--- src/rtl/axis_tdest_sequencer_pkg.sv ---
// Shared types and helpers for the AXI4-Stream tdest sequencer.
// Covers the mode encoding, the destination limit and config clamping.
package axis_tdest_pkg;

  typedef enum logic {
    MODE_ROTATE = 1'b0,
    MODE_FIXED  = 1'b1
  } mode_e;

  localparam int unsigned MAX_NUM_DEST = 16;

  // Active count is forced into 1..num_dest.
  function automatic logic [4:0] clamp_num_active(input logic [4:0] n, input int unsigned num_dest);
    if (n == 5'd0) return 5'd1;
    if (32'(n) > num_dest) return 5'(num_dest);
    return n;
  endfunction

  function automatic logic [3:0] clamp_fixed_dest(input logic [3:0] d, input int unsigned num_dest);
    if (32'(d) >= num_dest) return 4'(num_dest - 1);
    return d;
  endfunction

endpackage

--- src/rtl/axis_tdest_sequencer_if.sv ---
// AXI4-Stream bundle used on both sides of the sequencer.
// The input side does not carry tdest, so the slave modport omits it.
interface axis_tdest_sequencer_if #(
  parameter int DATA_WIDTH = 32,
  parameter int DEST_WIDTH = 32
);
  logic                  tvalid;
  logic                  tready;
  logic                  tlast;
  logic [DATA_WIDTH-1:0] tdata;
  logic [DEST_WIDTH-1:0] tdest;

  modport master (output tvalid, tlast, tdata, tdest, input tready);
  modport slave  (input tvalid, tlast, tdata, output tready);
endinterface

--- src/rtl/axis_tdest_sequencer_skid.sv ---
// Two-entry skid buffer with a registered output stage and registered ready.
// The output register drives the bus; the skid slot absorbs the beat in flight on a stall.
module axis_skid_buffer #(
  parameter int WIDTH = 8
) (
  input  logic             clk,
  input  logic             resetn,
  input  logic             i_valid,
  output logic             o_ready,
  input  logic [WIDTH-1:0] i_data,
  output logic             o_valid,
  input  logic             i_ready,
  output logic [WIDTH-1:0] o_data
);

  logic             r_ready;
  logic             r_out_valid;
  logic [WIDTH-1:0] r_out_data;
  logic             r_skid_valid;
  logic [WIDTH-1:0] r_skid_data;

  logic w_in_hs;
  logic w_out_free;
  logic w_skid_valid_next;

  assign w_in_hs    = i_valid & r_ready;
  assign w_out_free = !r_out_valid | i_ready;

  // Ready for the next cycle depends only on whether the skid slot will be occupied.
  assign w_skid_valid_next = w_out_free ? 1'b0 : (r_skid_valid | w_in_hs);

  always_ff @(posedge clk or negedge resetn) begin
    if (!resetn) begin
      r_ready      <= 1'b0;
      r_out_valid  <= 1'b0;
      r_out_data   <= '0;
      r_skid_valid <= 1'b0;
      r_skid_data  <= '0;
    end else begin
      r_ready <= !w_skid_valid_next;
      if (w_out_free) begin
        if (r_skid_valid) begin
          r_out_valid  <= 1'b1;
          r_out_data   <= r_skid_data;
          r_skid_valid <= 1'b0;
        end else begin
          r_out_valid <= w_in_hs;
          if (w_in_hs) r_out_data <= i_data;
        end
      end else if (w_in_hs) begin
        r_skid_valid <= 1'b1;
        r_skid_data  <= i_data;
      end
    end
  end

  assign o_ready = r_ready;
  assign o_valid = r_out_valid;
  assign o_data  = r_out_data;

endmodule

--- src/rtl/axis_tdest_sequencer.sv ---
// Tags each input packet with a destination (rotating or fixed) and forwards it
// through a registered skid stage; counts packets completed at the output.
module axis_tdest_sequencer
  import axis_tdest_pkg::*;
#(
  parameter int DATA_WIDTH    = 32,
  parameter int DEST_WIDTH    = 32,
  parameter int NUM_DEST      = 2,
  parameter int PKTS_PER_DEST = 1
) (
  input  logic                          clk,
  input  logic                          resetn,
  axis_tdest_sequencer_if.slave         s_axis,
  axis_tdest_sequencer_if.master        m_axis,
  input  logic                          cfg_mode,
  input  logic [3:0]                    cfg_fixed_dest,
  input  logic [4:0]                    cfg_num_active,
  output logic [3:0]                    sts_dest,
  output logic [31:0]                   sts_pkt_count
);

  localparam int PW = DATA_WIDTH + DEST_WIDTH + 1;
  localparam logic [15:0] PKT_LAST = 16'(PKTS_PER_DEST - 1);

  logic        r_in_packet;
  mode_e       r_mode;
  logic [4:0]  r_num_act;
  logic [3:0]  r_dest;
  logic [3:0]  r_rot_dest;
  logic [15:0] r_pkt_cnt;
  logic [31:0] r_pkt_count;

  logic          w_s_ready;
  logic          w_in_hs;
  mode_e         w_mode;
  logic [4:0]    w_num_act;
  logic          w_wrap;
  logic [3:0]    w_rot_eff;
  logic [15:0]   w_cnt_eff;
  logic [3:0]    w_rot_next;
  logic [3:0]    w_dest;
  logic [PW-1:0] w_payload_in;
  logic [PW-1:0] w_payload_out;

  assign w_in_hs = s_axis.tvalid & w_s_ready;

  // Config comes live from the ports at a packet boundary and from the latched copy mid-packet.
  always_comb begin
    w_mode    = r_in_packet ? r_mode : mode_e'(cfg_mode);
    w_num_act = r_in_packet ? r_num_act : clamp_num_active(cfg_num_active, NUM_DEST);
    w_wrap    = {1'b0, r_rot_dest} >= w_num_act;
    w_rot_eff = w_wrap ? 4'd0 : r_rot_dest;
    w_cnt_eff = w_wrap ? 16'd0 : r_pkt_cnt;
    w_rot_next = ({1'b0, w_rot_eff} == w_num_act - 5'd1) ? 4'd0 : w_rot_eff + 4'd1;
    if (r_in_packet)
      w_dest = r_dest;
    else if (w_mode == MODE_FIXED)
      w_dest = clamp_fixed_dest(cfg_fixed_dest, NUM_DEST);
    else
      w_dest = w_rot_eff;
  end

  always_ff @(posedge clk or negedge resetn) begin
    if (!resetn) begin
      r_in_packet <= 1'b0;
      r_mode      <= MODE_ROTATE;
      r_num_act   <= 5'd1;
      r_dest      <= 4'd0;
      r_rot_dest  <= 4'd0;
      r_pkt_cnt   <= 16'd0;
    end else if (w_in_hs) begin
      if (!r_in_packet) begin
        r_mode    <= w_mode;
        r_num_act <= w_num_act;
        r_dest    <= w_dest;
      end
      r_in_packet <= !s_axis.tlast;
      // Fixed-mode packets leave the rotation position untouched.
      if (w_mode == MODE_ROTATE) begin
        if (s_axis.tlast && (w_cnt_eff == PKT_LAST)) begin
          r_pkt_cnt  <= 16'd0;
          r_rot_dest <= w_rot_next;
        end else begin
          r_pkt_cnt  <= s_axis.tlast ? w_cnt_eff + 16'd1 : w_cnt_eff;
          r_rot_dest <= w_rot_eff;
        end
      end
    end
  end

  always_ff @(posedge clk or negedge resetn) begin
    if (!resetn)
      r_pkt_count <= 32'd0;
    else if (m_axis.tvalid & m_axis.tready & m_axis.tlast)
      r_pkt_count <= r_pkt_count + 32'd1;
  end

  assign w_payload_in = {s_axis.tlast, DEST_WIDTH'(w_dest), s_axis.tdata};

  axis_skid_buffer #(.WIDTH(PW)) u_skid (
    .clk     (clk),
    .resetn  (resetn),
    .i_valid (s_axis.tvalid),
    .o_ready (w_s_ready),
    .i_data  (w_payload_in),
    .o_valid (m_axis.tvalid),
    .i_ready (m_axis.tready),
    .o_data  (w_payload_out)
  );

  assign s_axis.tready = w_s_ready;
  assign {m_axis.tlast, m_axis.tdest, m_axis.tdata} = w_payload_out;
  assign sts_dest      = w_dest;
  assign sts_pkt_count = r_pkt_count;

endmodule

--- src/flat_wrapper.sv ---
// flat-port wrapper written by rule: the top's interface ports become plain ports
module axis_tdest_sequencer_flat import axis_tdest_pkg::*;
#(
  parameter int DATA_WIDTH    = 32,
  parameter int DEST_WIDTH    = 32,
  parameter int NUM_DEST      = 2,
  parameter int PKTS_PER_DEST = 1
)
  (clk, resetn, cfg_mode, cfg_fixed_dest, cfg_num_active, sts_dest, sts_pkt_count, s_axis_tvalid, s_axis_tlast, s_axis_tdata, s_axis_tready, m_axis_tvalid, m_axis_tlast, m_axis_tdata, m_axis_tdest, m_axis_tready);
  axis_tdest_sequencer_if #(.DATA_WIDTH(DATA_WIDTH), .DEST_WIDTH(DEST_WIDTH)) s_axis_i ();
  axis_tdest_sequencer_if #(.DATA_WIDTH(DATA_WIDTH), .DEST_WIDTH(DEST_WIDTH)) m_axis_i ();
  input  logic clk;
  input  logic resetn;
  input  logic cfg_mode;
  input  logic [3:0] cfg_fixed_dest;
  input  logic [4:0] cfg_num_active;
  output logic [3:0] sts_dest;
  output logic [31:0] sts_pkt_count;
  input wire logic [$bits(s_axis_i.tvalid)-1:0] s_axis_tvalid;
  input wire logic [$bits(s_axis_i.tlast)-1:0] s_axis_tlast;
  input wire logic [$bits(s_axis_i.tdata)-1:0] s_axis_tdata;
  output wire logic [$bits(s_axis_i.tready)-1:0] s_axis_tready;
  output wire logic [$bits(m_axis_i.tvalid)-1:0] m_axis_tvalid;
  output wire logic [$bits(m_axis_i.tlast)-1:0] m_axis_tlast;
  output wire logic [$bits(m_axis_i.tdata)-1:0] m_axis_tdata;
  output wire logic [$bits(m_axis_i.tdest)-1:0] m_axis_tdest;
  input wire logic [$bits(m_axis_i.tready)-1:0] m_axis_tready;
  assign s_axis_i.tvalid = s_axis_tvalid;
  assign s_axis_i.tlast = s_axis_tlast;
  assign s_axis_i.tdata = s_axis_tdata;
  assign s_axis_tready = s_axis_i.tready;
  assign m_axis_tvalid = m_axis_i.tvalid;
  assign m_axis_tlast = m_axis_i.tlast;
  assign m_axis_tdata = m_axis_i.tdata;
  assign m_axis_tdest = m_axis_i.tdest;
  assign m_axis_i.tready = m_axis_tready;
  axis_tdest_sequencer #(.DATA_WIDTH(DATA_WIDTH), .DEST_WIDTH(DEST_WIDTH), .NUM_DEST(NUM_DEST), .PKTS_PER_DEST(PKTS_PER_DEST)) u_core (.clk(clk), .resetn(resetn), .s_axis(s_axis_i), .m_axis(m_axis_i), .cfg_mode(cfg_mode), .cfg_fixed_dest(cfg_fixed_dest), .cfg_num_active(cfg_num_active), .sts_dest(sts_dest), .sts_pkt_count(sts_pkt_count));
endmodule
--- config.mk ---
export PLATFORM = sky130hd
export DESIGN_NAME = axis_tdest_sequencer_flat
export DESIGN_NICKNAME = d
export VERILOG_FILES = /design/src/rtl/axis_tdest_sequencer_pkg.sv /design/src/rtl/axis_tdest_sequencer_if.sv /design/src/rtl/axis_tdest_sequencer_skid.sv /design/src/rtl/axis_tdest_sequencer.sv /design/src/flat_wrapper.sv
export SDC_FILE = /design/constraint.sdc
export NUM_CORES = 1
export LEC_CHECK = 0
export ABC_CLOCK_PERIOD_IN_PS = 7600
export BUFFER_PORTS_ARGS = -buffer_cell sky130_fd_sc_hd__buf_2
export CAP_MARGIN = 30
export CORE_MARGIN = 4
export CORE_UTILIZATION = 30
export DETAILED_ROUTE_END_ITERATION = 6
export HOLD_SLACK_MARGIN = 0.08
export PLACE_DENSITY = 0.5
export SYNTH_ARGS = -nofsm -noshare
export SYNTH_HDL_FRONTEND = slang
export SYNTH_SLANG_ARGS = --single-unit
--- constraint.sdc ---
create_clock -name clk -period 7.6 [get_ports clk]
set_clock_uncertainty 0.2 [all_clocks]
set_input_delay 0.76 -clock clk [delete_from_list [all_inputs] [get_ports clk]]
set_output_delay 0.76 -clock clk [all_outputs]
set_load 0.005 [all_outputs]
Word-level counts from Yosys, hierarchy flattened:

Cells that the tools add are included.

* memory bits (read-only): 0
* latch bits: 0
* flip-flop bits (word level): 168
* memories: 0
* logic and storage cells: 68
* output and inout port bits: 103
* RAM bits: 0
* input port bits: 47

* $mul: 0
* div/mod/pow operators: 0
* add/sub/neg operators: 4
* bitwise gates (word level): 8
* multiplexer cells: 28
* equal/unequal tests: 1
* magnitude comparators: 3
* shift-type cells: 0
* reduce and logical (&&, ||, !) cells: 12

Operator list (count)
* 65-bit 2-to-1 mux: 2
* 16-bit 2-to-1 mux: 3
* 32-bit by 1-bit adder with 32-bit output, second input constant: 1
* 4-bit 2-to-1 mux: 7
* 5-bit 2-to-1 mux: 5
* 16-bit by 1-bit adder with 16-bit output, second input constant: 1
* 16-bit logical NOT: 1
* 1-bit 2-to-1 mux: 11
* 2-bit AND reduction: 4
* 4-bit by 5-bit equality test with 1-bit output: 1
* 4-bit by 5-bit greater-or-equal comparator with 1-bit output: 1
* 5-bit by 2-bit > comparator with 1-bit output, second input constant: 1
* 5-bit logical NOT: 1
* 5-bit by 1-bit subtractor with 5-bit output, second input constant: 1
* 4-bit by 1-bit adder with 4-bit output, second input constant: 1
* 4-bit by 2-bit greater-or-equal comparator with 1-bit output, second input constant: 1
* 2-bit nonzero test: 2
* 1-bit bitwise AND: 3
* 1-bit logical NOT: 3
* 1-bit inverter: 3
* 1-bit OR: 2
* 1-bit logical AND: 1

Depth between registers and ports, before layout:

* word-level depth: 12
* gate-level depth with buffers: 20
* gate-level depth less buffers: 17

Hierarchy:

From an unflattened synthesis, not the netlist that was laid out.

* cells, all modules: 745
* area total of the unflattened synthesis: 9710.6 um^2

Modules (own cells, without submodules)
* axis_skid_buffer: sequential area each 3328.2 um^2, cells each 357, instances 1, area an instance 6153.4 um^2
* axis_tdest_sequencer: sequential area each 1577.8 um^2, cells each 388, instances 1, area an instance 3557.2 um^2

Worst setup path after synthesis:

Ideal clock, no wire load.

* path kind: input-to-reg
* start: in cfg_num_active[4]
* end: reg u_core.r_pkt_cnt[14]
* path buffers: 1
* library setup time: 0.143 ns
* required time: 7.257 ns
* slack: 3.557 ns
* stages: 18
* arrival: 3.700 ns
* cell sequence: or4_4 > o21ai_0 > ha_1 > inv_1 > a21oi_1 > o211ai_2 > and2_1 > buf_6 > nand2_2 > inv_2 > ha_1 > nand4_1 > nor3_1 > and3_1 > and3_1 > a41oi_1 > o21ai_1 > o41ai_2

* word-level cells in the longest chain between the ends: 11
* elaborated cells between the ends (all ways): 16
* those cells by class: 1 x add/sub; 2 x order compare; 10 x mux; 3 x reduce/logical

Ends and longest elaborated chain
* start: declaration: RTL line flat_wrapper.sv:16 `input logic [4:0] cfg_num_active;`
* 5-bit by 2-bit > comparator with 1-bit output: RTL line axis_tdest_sequencer_pkg.sv:15 `if (32'(n) > num_dest) return 5'(num_dest);`
* 1-bit 2-to-1 mux (2 in a row): RTL line axis_tdest_sequencer_pkg.sv:15
* 5-bit 2-to-1 mux: RTL line axis_tdest_sequencer_pkg.sv:16 `return n;`
* 5-bit 2-to-1 mux (*): RTL line axis_tdest_sequencer_pkg.sv:15
* 5-bit 2-to-1 mux (*): RTL line axis_tdest_sequencer.sv:50 `w_num_act = r_in_packet ? r_num_act : clamp_num_active(cfg_num_active, NUM_DEST);`
* named net u_core.w_num_act[0]: RTL line axis_tdest_sequencer.sv:36 `logic [4:0] w_num_act;`
* 4-bit by 5-bit greater-or-equal comparator with 1-bit output (*): RTL line axis_tdest_sequencer.sv:51 `w_wrap = {1'b0, r_rot_dest} >= w_num_act;`
* 16-bit 2-to-1 mux (*): RTL line axis_tdest_sequencer.sv:53 `w_cnt_eff = w_wrap ? 16'd0 : r_pkt_cnt;`
* 16-bit by 1-bit adder with 16-bit output or 16-bit logical NOT (tied branches): RTL line axis_tdest_sequencer.sv:84, axis_tdest_sequencer.sv:80
* 16-bit 2-to-1 mux or 1-bit logical AND (tied branches): RTL line axis_tdest_sequencer.sv:84, axis_tdest_sequencer.sv:80
* 16-bit 2-to-1 mux (*): RTL line axis_tdest_sequencer.sv:80 `if (s_axis.tlast && (w_cnt_eff == PKT_LAST)) begin`
* end signal: assignment: RTL line axis_tdest_sequencer.sv:84 `r_pkt_cnt <= s_axis.tlast ? w_cnt_eff + 16'd1 : w_cnt_eff;`
* end: declaration: RTL line axis_tdest_sequencer.sv:30 `logic [15:0] r_pkt_cnt;`

The timed path passes the listed nets; every way through them passes the cells marked *. The select of a mux whose other input is x is not followed.
A chain may end at the register's enable or synchronous reset.

Final worst setup path:

Ends and elaborated chain as after synthesis.

==> results.ini <==
[global_routing]
first_global_vias=4900
gr-usage-all-layers_pct=12.54
antenna_found_initial=0
grt_first_pass_wirelength_um=26360
grt_overflow=0
grt_max_degree=88

[clock_network]
cts_tree=built
cts-resized-gates=0
cts_hold_buf=0
cts_post_setup_buffers_inserted=0
insertion_delay_ns=0.41
htreeDepth=4
path_clk_slew_ns=0.06
cts.path.max_buffers=2
clock_sinks=140
root_buffer=clkbuf_16
numCtsBuffers=17

[timing]
fin_crit_sh_pct=60.07
fmax_mhz=219.1
finalSetupTns_ns=0
slew_violations=0
hold_viol=0
post-route-min-period_ns=4.565
setup_viol=0
slew_headroom_pct=44.93
tightest_slew_ns=0.8260
rsz0062_at_grt=no

[synthesis]
ys_types=59
synthesis.area_mm2=0.006884
async_flop_share_pct=100.0
yosysWarnings=0
synthCells=672
ys_seq_area_share_pct=50.91
synth_edf_count=0
dominantRegCellSynth=dfrtp_1
avgSynthCellArea_um2=10.24
synth-seq-cells=140

[floorplan]
dieHeight_um=159.5
top_level_ports=150
initial_utilization_pct=30.41
die_area_mm2=0.02543
rows=55
fp.coreArea_mm2=0.02264
die_w_um=159.5

[critical_path]
endpoint_kind=flip-flop
setup.worst_path.class=in2reg
cp-start-kind=input port
crit_arrival_ns=4.65
rr_worst_depth=17
crit_fanout=16
worstPathRequired_ns=7.69

[job]
cap_violations=0

[routing]
vias_per_cell=4.667
dr.pass1.iters=5
wl_per_cell_um=14.56
drt_iter0_drc=328
vias=5045
drc_errors=0
drt-total-wl_um=15740
antenna_left=0

[placed_design]
numPortBuffers=120
dpl_cell_area_mm2=0.007639
globalplace.congestion=0.7855
dpl.hpwl_um=10700

[final_layout]
fin_area_mm2=0.008312
antennaDiodeCount=0
layout-area-overhead-vs-synth_pct=20.74
drive_gt1_share_pct=26.13
layout.nets=837

[power_and_ir_drop]
power_density_mw_per_mm2=303.8
ir_drop_v=0.0001287
p_total_mw=2.525
p_leak_nw=3.925

[status]
outcome=completed

[min_path]
min_path_type=in2async

layout make-up:
class	count	area, um2
Clock buffer	20	446.7
Clock inverter	12	206.4
Fill cell	2290	14330
Inverter	14	52.55
Multi-Input combinational cell	484	3079
Sequential cell	140	3506
Tap cell	285	356.6
Timing Repair Buffer	126	664.4
cell usage in the layout (no fill, tap or decap), types with 26 or more instances in the layout:
| cell | Yosys | layout |
|---|---|---|
| nor2_1 | 30 | 30 |
| nand3_1 | 27 | 27 |
| mux2i_1 | 34 | 34 |
| xnor2_1 | 26 | 26 |
| o21ai_0 | 66 | 65 |
| nand2_1 | 100 | 99 |
| dfrtp_1 | 139 | 138 |
| buf_2 | 4 | 119 |
| conb_1 | 1 | 28 |
| mux2_2 | 34 | 34 |
Yosys cell counts (all sizes together) (14+ instances only):
cell type  instances  area (um2)
o21ai             72       360.4
inv               14       52.55
dfrtp            139        3478
a21oi             15       86.34
mux2              35       397.9
mux2i             34       340.3
xnor2             27       244.0
nand3             27       135.1
buf               40       282.8
nand2            101       381.6
nor2              30       112.6
clkbuf            21       80.07
and3              19       118.9
layer usage:
metal	share of wire [%]	vias to the layer above	track usage, %
met5	0	-	0
met4	0.78	0	3.195
met1	48	2407	16.98
met3	4.9	10	3.779
li1	-	2517	-
met2	46	111	19.70
final timing paths:
path,start,end,slack (ns)
min in group clk,u_core.sts_pkt_count[31],u_core.sts_pkt_count[31],0.26
max,cfg_num_active[4],u_core.r_pkt_cnt[14],3.03
max in group asynchronous,resetn,u_core.u_skid.r_skid_valid,5.68
max reg2reg,u_core.r_in_packet,u_core.r_pkt_cnt[14],3.41
min,resetn,u_core.sts_pkt_count[0],0.20
min reg2reg,u_core.sts_pkt_count[31],u_core.sts_pkt_count[31],0.26
registers in the layout (all words and copies together) (netlist names):
| name | flops |
|---|---|
| u_core.u_skid.o_data | 37 |
| u_core.u_skid.r_skid_data | 37 |
| u_core.sts_pkt_count | 32 |
| u_core.r_pkt_cnt | 16 |
| u_core.r_num_act | 5 |
| u_core.r_dest | 4 |
| u_core.r_rot_dest | 4 |
| u_core.r_in_packet | 1 |
| u_core.r_mode | 1 |
| u_core.u_skid.o_ready | 1 |
| u_core.u_skid.o_valid | 1 |
| u_core.u_skid.r_skid_valid | 1 |
metrics by stage:
stage | cells | worst slack [ns] | util, % | hold slack (ns)
final | 1081 | 3.035 | 36.71 | 0.1954
after global routing | 1081 | 2.673 | 36.71 | 0.2573
after CTS | 1080 | 3.053 | 36.62 | 0.2395
after detailed placement | 1048 | 2.633 | 33.74 | 0.2619
after global placement | 1048 | 2.604 | 33.74 | 0.2541
after floorplan | 699 | 3.557 | - | 0.2423
cell families (layout without fill, tap and decap cells):
kind of cell | count (synthesis) | after routing | share of synthesized area, %
adders and majority gates | 7 | 7 | 1.272
muxes | 69 | 69 | 10.72
other | 1 | 28 | 0.05447
and+or+nand+nor | 223 | 223 | 15.43
xor gates and xnor gates | 34 | 34 | 4.435
buffers and inverters | 75 | 172 | 6.034
AOI/OAI and AO/OA | 123 | 123 | 11.14
DFF | 140 | 140 | 50.91
power breakdown:
part / switching [mW] / internal (mW) / total, mW
Sequential: 0.105 / 0.895 / 1.00
Clock: 0.332 / 0.596 / 0.928
Combinational: 0.347 / 0.250 / 0.597
worst max-delay path: stages:
cell	delay, ns
buf_2	0.11
or4_4	0.57
o21ai_0	0.29
ha_1	0.28
inv_1	0.05
a21oi_1	0.09
o211ai_2	0.12
and2_1	0.61
nand2_2	0.13
inv_2	0.08
ha_1	0.17
nand4_1	0.17
nor3_1	0.34
and3_1	0.24
and3_1	0.23
a41oi_1	0.13
o21ai_1	0.19
o41ai_2	0.09
Power figures use the tool's default switching activity.
